File: src/rtl/cdb_arbiter_pkg.sv
// Shared types and sizing for the CDB writeback arbiter.
package cdb_arbiter_pkg;

   localparam int unsigned NUM_CDB_REQ     = 3;
   localparam int unsigned CDB_QUEUE_DEPTH = 2;
   localparam int unsigned CDB_IDX_W       = $clog2(NUM_CDB_REQ);

   typedef logic [5:0]  phys_reg_tag_t;
   typedef logic [31:0] word_t;
   typedef logic [3:0]  ROB_index_t;

   typedef enum logic [1:0] {
      CDB_ALU_0,
      CDB_ALU_1,
      CDB_LQ
   } cdb_source_t;

   typedef struct packed {
      phys_reg_tag_t phys_reg_tag;
      word_t         data;
      ROB_index_t    ROB_index;
   } cdb_entry_t;

endpackage

File: src/rtl/cdb_arbiter_if.sv
// Requester-side completion bus and CDB broadcast bundle.
interface cdb_arbiter_if;
   import cdb_arbiter_pkg::*;

   logic          [NUM_CDB_REQ-1:0] req_valid;
   logic          [NUM_CDB_REQ-1:0] req_ready;
   phys_reg_tag_t [NUM_CDB_REQ-1:0] req_phys_reg_tag;
   word_t         [NUM_CDB_REQ-1:0] req_data;
   ROB_index_t    [NUM_CDB_REQ-1:0] req_ROB_index;

   logic          cdb_valid;
   phys_reg_tag_t cdb_phys_reg_tag;
   word_t         cdb_data;
   ROB_index_t    cdb_ROB_index;
   cdb_source_t   cdb_source;

   modport master (
      output req_valid, req_phys_reg_tag, req_data, req_ROB_index,
      input  req_ready, cdb_valid, cdb_phys_reg_tag, cdb_data, cdb_ROB_index, cdb_source
   );

   modport slave (
      input  req_valid, req_phys_reg_tag, req_data, req_ROB_index,
      output req_ready, cdb_valid, cdb_phys_reg_tag, cdb_data, cdb_ROB_index, cdb_source
   );

endinterface

File: src/rtl/cdb_req_queue.sv
// Small per-requester FIFO of CDB completions; flush empties it.
module cdb_req_queue
   import cdb_arbiter_pkg::*;
#(
   parameter int unsigned Depth = CDB_QUEUE_DEPTH
) (
   input  logic       CLK,
   input  logic       nRST,
   input  logic       flush,
   input  logic       enq,
   input  cdb_entry_t enq_data,
   input  logic       deq,
   output cdb_entry_t head,
   output logic       empty,
   output logic       full
);

   localparam int unsigned PtrW = (Depth > 1) ? $clog2(Depth) : 1;
   localparam int unsigned CntW = $clog2(Depth + 1);

   cdb_entry_t      r_mem [Depth];
   logic [PtrW-1:0] r_head;
   logic [PtrW-1:0] r_tail;
   logic [CntW-1:0] r_count;
   logic            w_push;
   logic            w_pop;

   function automatic logic [PtrW-1:0] wrap_inc(input logic [PtrW-1:0] p);
      return (p == PtrW'(Depth - 1)) ? '0 : p + PtrW'(1);
   endfunction

   assign w_push = enq && !full && !flush;
   assign w_pop  = deq && !empty && !flush;
   assign head   = r_mem[r_head];
   assign empty  = (r_count == '0);
   assign full   = (r_count == CntW'(Depth));

   always_ff @(posedge CLK or negedge nRST) begin
      if (!nRST) begin
         r_head  <= '0;
         r_tail  <= '0;
         r_count <= '0;
      end else if (flush) begin
         r_head  <= '0;
         r_tail  <= '0;
         r_count <= '0;
      end else begin
         if (w_push) r_tail <= wrap_inc(r_tail);
         if (w_pop)  r_head <= wrap_inc(r_head);
         if (w_push && !w_pop)      r_count <= r_count + CntW'(1);
         else if (w_pop && !w_push) r_count <= r_count - CntW'(1);
      end
   end

   // Storage needs no reset: an entry is only read once count covers it.
   always_ff @(posedge CLK) begin
      if (w_push) r_mem[r_tail] <= enq_data;
   end

endmodule

File: src/rtl/cdb_arbiter.sv
// Round-robin CDB writeback arbiter with per-requester queues and registered broadcast.
module cdb_arbiter
   import cdb_arbiter_pkg::*;
(
   input  logic          CLK,
   input  logic          nRST,
   input  logic          flush,
   cdb_arbiter_if.slave  bus
);

   logic       [NUM_CDB_REQ-1:0] w_empty;
   logic       [NUM_CDB_REQ-1:0] w_full;
   logic       [NUM_CDB_REQ-1:0] w_deq;
   cdb_entry_t [NUM_CDB_REQ-1:0] w_enq_data;
   cdb_entry_t [NUM_CDB_REQ-1:0] w_head;

   logic                 w_gnt_valid;
   logic [CDB_IDX_W-1:0] w_gnt_idx;
   logic [CDB_IDX_W-1:0] w_rr_next;

   logic [CDB_IDX_W-1:0] r_rr_ptr;
   logic                 r_cdb_valid;
   cdb_entry_t           r_cdb_entry;
   cdb_source_t          r_cdb_source;

   for (genvar g = 0; g < NUM_CDB_REQ; g++) begin : g_queue
      assign w_enq_data[g] = '{phys_reg_tag: bus.req_phys_reg_tag[g],
                               data:         bus.req_data[g],
                               ROB_index:    bus.req_ROB_index[g]};
      assign w_deq[g]      = w_gnt_valid && (w_gnt_idx == CDB_IDX_W'(g));

      cdb_req_queue #(
         .Depth (CDB_QUEUE_DEPTH)
      ) u_queue (
         .CLK      (CLK),
         .nRST     (nRST),
         .flush    (flush),
         .enq      (bus.req_valid[g]),
         .enq_data (w_enq_data[g]),
         .deq      (w_deq[g]),
         .head     (w_head[g]),
         .empty    (w_empty[g]),
         .full     (w_full[g])
      );
   end

   // Scan from r_rr_ptr, wrapping; the first non-empty queue wins.
   always_comb begin
      int unsigned idx;
      idx         = 0;
      w_gnt_valid = 1'b0;
      w_gnt_idx   = '0;
      for (int unsigned k = 0; k < NUM_CDB_REQ; k++) begin
         idx = (32'(r_rr_ptr) + k) % NUM_CDB_REQ;
         if (!w_gnt_valid && !w_empty[idx]) begin
            w_gnt_valid = 1'b1;
            w_gnt_idx   = CDB_IDX_W'(idx);
         end
      end
      w_rr_next = (w_gnt_idx == CDB_IDX_W'(NUM_CDB_REQ - 1)) ? '0 : w_gnt_idx + CDB_IDX_W'(1);
   end

   always_ff @(posedge CLK or negedge nRST) begin
      if (!nRST) begin
         r_rr_ptr     <= '0;
         r_cdb_valid  <= 1'b0;
         r_cdb_entry  <= '0;
         r_cdb_source <= CDB_ALU_0;
      end else if (flush) begin
         r_cdb_valid  <= 1'b0;
      end else if (w_gnt_valid) begin
         r_rr_ptr     <= w_rr_next;
         r_cdb_valid  <= 1'b1;
         r_cdb_entry  <= w_head[w_gnt_idx];
         r_cdb_source <= cdb_source_t'(w_gnt_idx);
      end else begin
         r_cdb_valid  <= 1'b0;
      end
   end

   // Ready comes from registered counts only; a same-cycle pop does not free a slot.
   assign bus.req_ready        = ~w_full;
   assign bus.cdb_valid        = r_cdb_valid;
   assign bus.cdb_phys_reg_tag = r_cdb_entry.phys_reg_tag;
   assign bus.cdb_data         = r_cdb_entry.data;
   assign bus.cdb_ROB_index    = r_cdb_entry.ROB_index;
   assign bus.cdb_source       = r_cdb_source;

endmodule

File: src/flat_wrapper.sv
// flat-port wrapper written by rule: the top's interface ports become plain ports
module cdb_arbiter_flat import cdb_arbiter_pkg::*;
  (CLK, nRST, flush, bus_req_valid, bus_req_phys_reg_tag, bus_req_data, bus_req_ROB_index, bus_req_ready, bus_cdb_valid, bus_cdb_phys_reg_tag, bus_cdb_data, bus_cdb_ROB_index, bus_cdb_source);
  cdb_arbiter_if bus_i ();
  input  logic CLK;
  input  logic nRST;
  input  logic flush;
  input wire logic [$bits(bus_i.req_valid)-1:0] bus_req_valid;
  input wire logic [$bits(bus_i.req_phys_reg_tag)-1:0] bus_req_phys_reg_tag;
  input wire logic [$bits(bus_i.req_data)-1:0] bus_req_data;
  input wire logic [$bits(bus_i.req_ROB_index)-1:0] bus_req_ROB_index;
  output wire logic [$bits(bus_i.req_ready)-1:0] bus_req_ready;
  output wire logic [$bits(bus_i.cdb_valid)-1:0] bus_cdb_valid;
  output wire logic [$bits(bus_i.cdb_phys_reg_tag)-1:0] bus_cdb_phys_reg_tag;
  output wire logic [$bits(bus_i.cdb_data)-1:0] bus_cdb_data;
  output wire logic [$bits(bus_i.cdb_ROB_index)-1:0] bus_cdb_ROB_index;
  output wire logic [$bits(bus_i.cdb_source)-1:0] bus_cdb_source;
  assign bus_i.req_valid = bus_req_valid;
  assign bus_i.req_phys_reg_tag = bus_req_phys_reg_tag;
  assign bus_i.req_data = bus_req_data;
  assign bus_i.req_ROB_index = bus_req_ROB_index;
  assign bus_req_ready = bus_i.req_ready;
  assign bus_cdb_valid = bus_i.cdb_valid;
  assign bus_cdb_phys_reg_tag = bus_i.cdb_phys_reg_tag;
  assign bus_cdb_data = bus_i.cdb_data;
  assign bus_cdb_ROB_index = bus_i.cdb_ROB_index;
  assign bus_cdb_source = bus_i.cdb_source;
  cdb_arbiter u_core (.CLK(CLK), .nRST(nRST), .flush(flush), .bus(bus_i));
endmodule
File: config.mk
export PLATFORM = sky130hd
export DESIGN_NAME = cdb_arbiter_flat
export DESIGN_NICKNAME = d
export VERILOG_FILES = /design/src/rtl/cdb_arbiter_pkg.sv /design/src/rtl/cdb_arbiter_if.sv /design/src/rtl/cdb_req_queue.sv /design/src/rtl/cdb_arbiter.sv /design/src/flat_wrapper.sv
export SDC_FILE = /design/constraint.sdc
export NUM_CORES = 1
export LEC_CHECK = 0
export BUFFER_PORTS_ARGS = -buffer_cell sky130_fd_sc_hd__buf_2
export CORE_MARGIN = 1
export CORE_UTILIZATION = 57
export DETAILED_ROUTE_END_ITERATION = 12
export PLACE_DENSITY = 0.8
export RECOVER_POWER = 25
export SYNTH_ARGS = -nofsm -noshare
export SYNTH_HDL_FRONTEND = slang
export SYNTH_SLANG_ARGS = --single-unit
File: constraint.sdc
create_clock -name CLK -period 6.25 [get_ports CLK]
set_clock_uncertainty 0.05 [all_clocks]
set_input_delay 1.25 -clock CLK [delete_from_list [all_inputs] [get_ports CLK]]
set_output_delay 1.25 -clock CLK [all_outputs]
set_load 0.02 [all_outputs]
==> results of run 1 <==
## cell usage after synthesis (2+ instances only)
cell type / instances / share of area (%)
edfxtp_1: 252 / 62
mux2_2: 105 / 9.7
dfrtp_1: 59 / 12
nor2_1: 59 / 1.8
a21oi_1: 47 / 1.9
mux2i_1: 34 / 2.8
a222oi_1: 31 / 2.5
clkbuf_1: 22 / 0.68
buf_2: 18 / 0.74
a22oi_1: 12 / 0.74
nand2_1: 12 / 0.37
o21ai_0: 6 / 0.25
buf_6: 5 / 0.46
inv_1: 5 / 0.15
nor3_1: 5 / 0.21
nand2b_1: 4 / 0.21
xnor2_1: 4 / 0.29
nand3_1: 3 / 0.12
nor3b_1: 3 / 0.18
xor2_1: 3 / 0.22
a32oi_1: 2 / 0.14
ha_1: 2 / 0.21
nor2b_1: 2 / 0.10
## metrics by stage
stage                     util [%]  setup slack [ns]  cells
after global routing          68.0              2.98   1203
after global placement        63.5              3.31   1143
after detailed placement      63.5              3.21   1143
final                         68.0              3.17   1203
after floorplan                  -              1.13    721
after CTS                     68.1              3.19   1199
## worst paths after layout
kind / endpoint / slack, ns / cells after the start
worst max-delay path: u_core.bus.cdb_data[15] / 3.17 / 8
worst min-delay path: u_core.bus.cdb_data[27] / 0.47 / 2
worst max register to register: u_core.bus.cdb_data[15] / 3.17 / 8
worst min register to register: u_core.bus.cdb_data[27] / 0.47 / 2
max in group asynchronous: u_core.g_queue[0].u_queue.r_head / 4.63 / 2
min in group asynchronous: u_core.bus.cdb_data[31] / 0.84 / 2
## layout make-up
class                      count  area [µm²]  share of cell area [%]
timing repair buffer         193         968                    6.78
antenna                        4        10.0                  0.0701
clock inverter                14         144                    1.01
tap                          275         344                    2.41
multi-input combinational    359        2940                    20.6
sequential                   311        9050                    63.3
clock buffer                  42         817                    5.72
inverter                       5        18.8                   0.131
## critical path, stage by stage (launching register included)
cell and delay (ns):
dfrtp_1 0.34, inv_1 0.06, ha_1 0.44, or4_4 0.54, o211a_1 0.28, nor2_4 0.40, buf_4 0.49, a222oi_1 0.16
a21oi_1 0.24
## cell usage in the layout, fill, tap and decap left out, drive strengths merged, types with 2 or more instances in the layout
cell type | synthesis | routed
a222oi | 31 | 31
a32oi | 3 | 3
buf | 24 | 167
nor2b | 2 | 2
nand2 | 12 | 12
o21ai | 6 | 6
nor3 | 5 | 5
nand3 | 4 | 4
clkinv | 0 | 10
mux2i | 34 | 34
nor3b | 3 | 3
inv | 5 | 6
xor2 | 3 | 3
dfrtp | 59 | 59
nand2b | 4 | 4
clkbuf | 22 | 68
mux2 | 105 | 105
a22oi | 12 | 12
or4 | 2 | 2
a21oi | 47 | 47
xnor2 | 4 | 4
nor2 | 61 | 61
diode | 0 | 4
ha | 2 | 2
edfxtp | 252 | 252
bufinv | 0 | 3
## cells by family (layout without fill, tap and decap cells)
kind of cell,Yosys count,after routing
compound gates,112,112
xor+xnor,7,7
mux,139,139
simple gates,99,99
buf+inv,51,254
other cells,0,4
flops,311,311
fa+ha+maj,2,2
## state kept, by name, indices dropped and copies added (netlist names)
signal,flops
u_core.bus.cdb_data,32
u_core.g_queue.u_queue.r_mem,252
u_core.bus.cdb_source,2
u_core.g_queue.u_queue.r_head,3
u_core.g_queue.u_queue.r_count,6
u_core.g_queue.u_queue.r_tail,3
u_core.bus.cdb_valid,1
u_core.bus.cdb_ROB_index,4
u_core.r_rr_ptr,2
u_core.bus.cdb_phys_reg_tag,6
## metal layers
layer / routed length [µm] / vias up
li1: - / 3185
met2: 13300 / 276
met4: 620 / 0
met3: 1710 / 44
met5: 0 / -
met1: 10600 / 3505
## power breakdown
group / internal, W / total, W / switching [W]
clock: 0.00103 / 0.00176 / 0.000726
sequential: 0.00255 / 0.00274 / 0.000189
combinational: 0.000860 / 0.00216 / 0.00130
total: 0.00444 / 0.00666 / 0.00222
==> qor.yml, run 1 <==
logic_synthesis:
  synth_top_family_by_area: "multiplexers"
  ys_warn_count: 0
  synthArstFlopShare_pct: 19.0
  synthFlopType: "edfxtp_1"
  ys_ff_latch: 311
  syn_avg_cell_area_um2: 16.9
  synth.area.mux_share_pct: 12.5
  synth_edf_count: 252
  synth-xor-area-share_pct: 0.503
  yosys.area_share.simple_pct: 3.70
  synth_cell_type_count: 49
  syn_nets: 855
  synth-compound-area-share_pct: 6.78
  netlist_instances: 721
  netlist_area_mm2: 0.0122
  yosysSeqAreaShare_pct: 74.1
  synth_fa_ha_area_share_pct: 0.205
power_and_ir_drop:
  total_power_w: 0.00666
  p_leak_nw: 5.15
  ir_drop_v: 0.000427
  powerDensity_mw_per_mm2: 466
die:
  start_util_pct: 58.0
  die_area_mm2: 0.0220
  io_pins: 180
  die_y_um: 148
  core_mm2: 0.0210
  rows: 53
  die_w_um: 148
clock_network:
  cts.clk_slew.worst_paths_ns: 0.06
  ctsResizeCount: 0
  cts_hold_buf: 0
  htreeDepth: 1
  cts.sinks: 311
  cts_tree: "done"
  cts_buffers: 30
  root_buffer: "clkbuf_16"
  insertion_delay_ns: 0.54
  cts_buffer_depth: 3
  cts_setup_buffers: 0
final_layout:
  nets: 1034
  fillers: 1408
  areaGrowthSynthToFinish_pct: 17.1
  drive_gt1_share_pct: 35.9
  final_area_mm2: 0.0143
global_route:
  grt_pass1_wl_um: 39700
  met3_usage_pct: 3.31
  met1_usage_pct: 32.7
  antenna_found_initial: 4
  busiest_layer: "met2"
  grt_overflow_total: 0
  grtUsageMet2_pct: 41.0
  grt_max_degree: 60
  grt_pass1_vias: 7128
  grt_util_all_layers_pct: 24.3
place:
  numPortBuffers: 179
  gp_congestion: 0.846
  dp_hpwl_um: 15900
  placed_area_mm2: 0.0133
hold_path:
  hp-class: "register to register"
  min_from: "u_core.bus.cdb_data[27]"
detailed_routing:
  wl_per_cell_um: 21.8
  finalWirelength_um: 26300
  ant_nets: 0
  avgViaCountPerCell: 5.83
  drcViolationCount: 0
  dr.first_iter.drc_count: 687
  dr.pass1.iters: 9
  num_vias: 7010
sta:
  slew_headroom_pct: 28.8
  final_hold_viol_count: 0
  rsz0062_at_grt: "false"
  worst_slew_pin_slew_ns: 1.07
  fmax_mhz: 325
  finalCritPeriodShare_pct: 49.2
  setup_violations: 0
  slew_viol_final: 0
  tns_ns: 0
  hold_ws_ns: 0.474
  min_period_ns: 3.08
setup_path:
  required_ns: 6.66
  regToRegStartpoint: "u_core.r_rr_ptr[0]"
  crit_path_start: "u_core.r_rr_ptr[0]"
  cp_data_arrival_time_ns: 3.48
  end_kind: "register"
  criticalPathCategory: "register to register"
  start_kind: "register"
  cp_max_fo: 28
outcome:
  status: "completed"
job:
  drv_cap: 0
(Power assumes the default switching activity.)
==> inputs of run 2 (changes only) <==
Settings changed: CORE_UTILIZATION 57 to 51, PLACE_DENSITY 0.8 to 0.75.
Clock period 6.25 ns to 2.7 ns, I/O delays scaled along.
==> run 2 against run 1 <==
  * Global-route usage decreased by 1.7 points
  * Register-to-register slack got worse by 3.0 ns
  * Cell area increased by 2.6%
  * Via count increased by 1.4%
  * First-iteration DRC count decreased by 4.8%
  * Hold slack got worse by 0.41 ns
  * Highest routed layer unchanged
==> qor.yml, run 2 (synthesis results as in run 1) <==
final_layout:
  final_area_mm2: 0.0147  # +2.6%
  multi_input_area_mm2: 0.00300  # +2.1%
  nets: 1056  # +2.1%
  drive_gt1_share_pct: 37.7  # +1.8 points
  layout_common_cells: "edfxtp_1 (252), buf_2 (150), mux2_2 (105), nor2_1 (58), dfrtp_1 (56)"
  top_register: "u_core.g_queue.u_queue.r_mem"
  largest_reg_flops: 252  # unchanged
  areaGrowthSynthToFinish_pct: 20.1
  mostFrequentLayoutCell: "edfxtp_1"
  fillers: 1712  # +22%
  register_area_mm2: 0.00905  # unchanged
setup_path:
  reg2reg_slack_ns: 0.14  # -3.03 ns
  end_kind: "register"
  worstRegToRegCells: 9  # +1
  timing.rr.end: "u_core.bus.cdb_data[13]"
  start_kind: "register"
  criticalPathCategory: "register to register"
  regToRegStartpoint: "u_core.r_rr_ptr[0]"
  required_ns: 3.06  # -3.60 ns
  cp_data_arrival_time_ns: 2.91  # -0.57 ns
  cp_max_fo: 15  # -46%
outcome:
  status: "completed"
clock_network:
  cts_hold_buf: 0  # unchanged
  cts.sinks: 311  # unchanged
  cts_buffers: 31  # +3.3%
  cts.clk_slew.worst_paths_ns: 0.06  # about the same
  root_buffer: "clkbuf_16"
  cts_buffer_depth: 3  # unchanged
  htreeDepth: 1  # unchanged
  insertion_delay_ns: 0.54  # about the same
  cts_tree: "done"
sta:
  setup_violations: 0  # unchanged
  slew_viol_final: 0  # unchanged
  worst_slew_pin_slew_ns: 0.878  # -0.189 ns
  hold_ws_ns: 0.0612  # -0.412 ns
  slew_headroom_pct: 41.5  # +13 points
  min_period_ns: 2.56  # -0.522 ns
  setup_ws_ns: 0.144  # -3.03 ns
  finalCritPeriodShare_pct: 94.7  # +45 points
  rsz0062_at_grt: "false"
  fmax_mhz: 391  # +20%
  final_hold_viol_count: 0  # unchanged
global_route:
  grt_util_all_layers_pct: 22.5  # -1.7 points
  grt_pass1_vias: 7321  # +2.7%
  antenna_found_initial: 2  # -2
  grt_pass1_wl_um: 41100  # +3.6%
  grt_max_degree: 60  # unchanged
  grt_overflow_total: 0  # unchanged
die:
  rows: 56  # +5.7%
  start_util_pct: 52.0  # -6.1 points
  core_mm2: 0.0235  # +12%
  io_pins: 180  # unchanged
  die_w_um: 157  # +5.6%
  die_y_um: 157  # +5.6%
  die_area_mm2: 0.0245  # +12%
place:
  numPortBuffers: 179  # unchanged
  dp_hpwl_um: 16800  # +5.4%
  placed_area_mm2: 0.0136  # +1.9%
  gp_congestion: 0.817  # -3.4%
  pre_cts_ws_ns: -0.0809  # -3.29 ns
power_and_ir_drop:
  ir_drop_v: 0.000700  # +64%
  powerDensity_mw_per_mm2: 1090  # +130%
  p_leak_nw: 5.29  # +2.8%
detailed_routing:
  wl_per_cell_um: 21.6  # -0.91%
  avgViaCountPerCell: 5.61  # -3.8%
  dr.first_iter.drc_count: 654  # -4.8%
  finalWirelength_um: 27400  # +4.4%
  dr.pass1.iters: 6  # -3
  num_vias: 7111  # +1.4%
  drcViolationCount: 0  # unchanged
  ant_nets: 0  # unchanged
job:
  drv_cap: 0  # unchanged
hold_path:
  hp-class: "input pin to asynchronous set/reset pin"
==> run 2: cell types whose count changed in the layout (fill, tap and decap cells not counted), moves of 2 or more <==
cell	before	now
buf_12	0	8
buf_2	153	150
buf_4	14	27
clkinv_2	6	8
clkinvlp_4	0	3
diode_2	4	2
nor3_2	3	0
nor3_4	0	3
nor3b_2	3	0
nor3b_4	0	3
==> run 2: final cells by class <==
cell class	instances	share of cell area, %
sequential	311	61.8
multi-input combinational	360	20.5
timing repair buffer	213	8.32
clock buffer	40	5.53
tap	319	2.72
clock inverter	18	1.05
inverter	5	0.128
antenna	2	0.0342
==> run 2: worst max-delay path by stage <==
stage | depth (start not counted) | end | start
detailed placement | 7 | u_core.bus.cdb_data[20] | u_core.r_rr_ptr[0]
floorplan | 2 | u_core.g_queue[0].u_queue.r_mem[0][0] | flush
CTS | 8 | u_core.bus.cdb_data[13] | u_core.r_rr_ptr[1]
finish | 9 | u_core.bus.cdb_data[13] | u_core.r_rr_ptr[0]
global placement | 8 | u_core.bus.cdb_data[26] | u_core.r_rr_ptr[1]
global route | 6 | u_core.bus.cdb_data[13] | u_core.g_queue[1].u_queue.r_count[1]
==> run 2: power breakdown <==
part           internal [W]  switching, W  total [W]
sequential          0.00590      0.000400    0.00630
combinational       0.00238       0.00324    0.00562
clock               0.00231       0.00173    0.00405
total                0.0106       0.00538     0.0160
==> run 2: repair_timing <==
item                                    4_1_cts  5_1_grt
pin swaps                                     1        2
resized for setup                             2        1
setup buffers                                 0        7
cloned                                        1        0
hold endpoints to repair                      0        0
endpoints found under the setup margin       31       31
==> run 2: through the flow <==
stage                     std cells  utilization [%]  power, W  setup TNS (ns)
after CTS                      1259             62.2    0.0159               0
after detailed placement       1200             58.0    0.0117          -0.594
final                          1268             62.4    0.0160               0
after global placement         1200             58.0    0.0116               0
after floorplan                 721                -    0.0101          -31.27
after global routing           1268             62.4    0.0167               0
==> run 2: routing by layer <==
metal	vias to the layer above	track usage [%]	wire, µm
met2	269	39.5	14300
met1	3554	29.0	11000
met5	-	0	0
li1	3242	-	-
met3	46	2.88	1480
met4	0	7.66	665
==> run 2: critical path, cell delays in order (launching register included) <==
cell	delay [ns]
dfrtp_1	0.36
inv_1	0.07
ha_1	0.30
buf_4	0.19
nor4_1	0.08
o21ai_0	0.10
nand3_2	0.38
buf_4	0.33
a222oi_1	0.43
a21oi_1	0.12
==> inputs of run 3 (changes only) <==
Settings changed: BUFFER_PORTS_ARGS -buffer_cell sky130_fd_sc_hd__buf_2 to not set, CORE_UTILIZATION 51 to 57, DONT_BUFFER_PORTS set to 1.
==> run 3 against run 2 <==
  * Cell count shrank 18%
  * Critical path type unchanged
  * Largest power group unchanged
  * Power down 2.5%
  * Via count down 7.6%
  * Sequential cell count stayed put
  * Hold slack worse by 0.039 ns
  * Count of clock-buffer cells in the layout is 4 higher
  * Setup slack worse by 0.025 ns
==> qor.yml, run 3 (synthesis results as in run 1) <==
final_layout:
  register_area_mm2: 0.00905  # unchanged
  multi_input_area_mm2: 0.00300  # about the same
  instances_no_fill: 1041  # -18%
  top_register: "u_core.g_queue.u_queue.r_mem"
  mostFrequentLayoutCell: "edfxtp_1"
  drive_gt1_share_pct: 26.8  # -11 points
  final_area_mm2: 0.0138  # -6.0%
  diodes: 0  # -2
  fillers: 1378  # -20%
  areaGrowthSynthToFinish_pct: 12.9
  layout_common_cells: "edfxtp_1 (252), mux2_2 (105), nor2_1 (58), dfrtp_1 (56), a21oi_1 (46)"
  nets: 877  # -17%
  largest_reg_flops: 252  # unchanged
setup_path:
  regToRegStartpoint: "u_core.r_rr_ptr[1]"
  start_kind: "register"
  end_kind: "register"
  cp_max_fo: 17  # +2
  reg2reg_slack_ns: 0.12  # -0.03 ns
  timing.rr.end: "u_core.bus.cdb_data[21]"
  criticalPathCategory: "register to register"
  cp_data_arrival_time_ns: 2.95  # +0.04 ns
  worstRegToRegCells: 10  # +1
  required_ns: 3.07  # about the same
sta:
  min_period_ns: 2.58  # +0.0250 ns
  rsz0062_at_grt: "false"
  setup_violations: 0  # unchanged
  slew_viol_final: 0  # unchanged
  tns_ns: 0  # unchanged
  finalCritPeriodShare_pct: 95.6  # +0.93 points
  final_hold_viol_count: 0  # unchanged
  slew_headroom_pct: 46.1  # +4.7 points
  worst_slew_pin_slew_ns: 0.805  # -0.0728 ns
  fmax_mhz: 387  # -0.97%
clock_network:
  cts.clk_slew.worst_paths_ns: 0.06  # about the same
  cts_tree: "done"
  cts_buffer_depth: 3  # unchanged
  htreeDepth: 1  # unchanged
  insertion_delay_ns: 0.54  # about the same
  cts_buffers: 30  # -3.2%
  cts.sinks: 311  # unchanged
  root_buffer: "clkbuf_16"
power_and_ir_drop:
  powerDensity_mw_per_mm2: 1130  # +3.7%
  ir_drop_v: 0.000523  # -25%
  total_power_w: 0.0156  # -2.5%
  p_leak_nw: 4.70  # -11%
die:
  io_pins: 180  # unchanged
  core_mm2: 0.0210  # -10%
  die_w_um: 148  # -5.3%
  die_y_um: 148  # -5.3%
  die_area_mm2: 0.0220  # -10%
  rows: 53  # -5.4%
  start_util_pct: 58.0  # +6.1 points
hold_path:
  hold_path_end: "u_core.g_queue[0].u_queue.r_count[0]"
  hp-class: "input pin to register"
  min_from: "flush"
  min_path_cells: 1
detailed_routing:
  avgViaCountPerCell: 6.31  # +13%
  wl_per_cell_um: 25.9  # +20%
  drcViolationCount: 0  # unchanged
  dr.first_iter.drc_count: 582  # -11%
  num_vias: 6570  # -7.6%
  finalWirelength_um: 27000  # -1.7%
  dr.pass1.iters: 6  # unchanged
  ant_nets: 0  # unchanged
place:
  numPortBuffers: 0  # -100%
  place_inst: 977  # -19%
  dp_hpwl_um: 16300  # -2.8%
  placed_area_mm2: 0.0127  # -6.8%
  gp_congestion: 0.868  # +6.1%
global_route:
  grt_pass1_vias: 7047  # -3.7%
  grt_util_all_layers_pct: 24.8  # +2.2 points
  antenna_found_initial: 0  # -2
  grt_overflow_total: 0  # unchanged
  grt_pass1_wl_um: 40700  # -1.1%
  grt_max_degree: 72  # +20%
job:
  drv_cap: 0  # unchanged
outcome:
  status: "completed"
==> run 3: worst max path at each step <==
stage                                                       end  slack (ns)  depth (start not counted)          startpoint
after floorplan           u_core.g_queue[0].u_queue.r_mem[0][0]       -0.37                          2               flush
after global placement                  u_core.bus.cdb_data[28]        0.13                          7  u_core.r_rr_ptr[0]
after detailed placement                u_core.bus.cdb_data[21]       -0.02                          8  u_core.r_rr_ptr[1]
after CTS                               u_core.bus.cdb_data[21]        0.06                          8  u_core.r_rr_ptr[1]
after global routing                    u_core.bus.cdb_data[21]       0.001                         10  u_core.r_rr_ptr[1]
final                                   u_core.bus.cdb_data[21]        0.12                         10  u_core.r_rr_ptr[1]
==> run 3: power breakdown <==
part           leakage [nW]  switching [W]  total [W]  internal (W)
logic                  1.22        0.00259    0.00469       0.00210
registers              3.00       0.000970    0.00686       0.00589
clock network         0.476        0.00172    0.00402       0.00231
total                  4.70        0.00528     0.0156        0.0103
==> run 3: critical path, stage by stage (launching register included) <==
cell and delay, ns:
dfrtp_1 0.39, inv_1 0.08, ha_1 0.39, nor3_1 0.17, and3_1 0.24, a221oi_4 0.23, buf_12 0.16, nor2_4 0.04
buf_12 0.19, a222oi_1 0.39, a21oi_1 0.13
==> run 3: timing repair <==
action | CTS | global route
buffers inserted | 0 | 5
pin swaps | 1 | 2
endpoints found under the hold margin | 69 | 0
gates cloned | 1 | 0
resized for setup | 2 | 1
setup endpoints to repair | 12 | 34
hold buffers | 3 | 0
==> run 3: metal layers <==
metal	GRT usage (%)	wire length, µm
met3	6.99	2590
met1	30.7	10000
met5	0	0
met4	7.32	599
met2	42.4	13800
==> run 3: area by class of cell <==
class	instances	share of cell area (%)
Multi-Input combinational cell	360	21.8
Timing Repair Buffer	35	3.00
Clock buffer	44	6.27
Tap cell	275	2.50
Inverter	5	0.136
Sequential cell	311	65.7
Clock inverter	11	0.681
==> run 3: metrics by stage <==
step,util [%],hold WS [ns],worst slack [ns]
floorplan,-,0.194,-0.372
global placement,60.3,0.196,0.127
global route,65.5,0.0124,0.000988
detailed placement,60.3,0.195,-0.0176
finish,65.5,0.0227,0.119
CTS,65.2,0.00588,0.0596
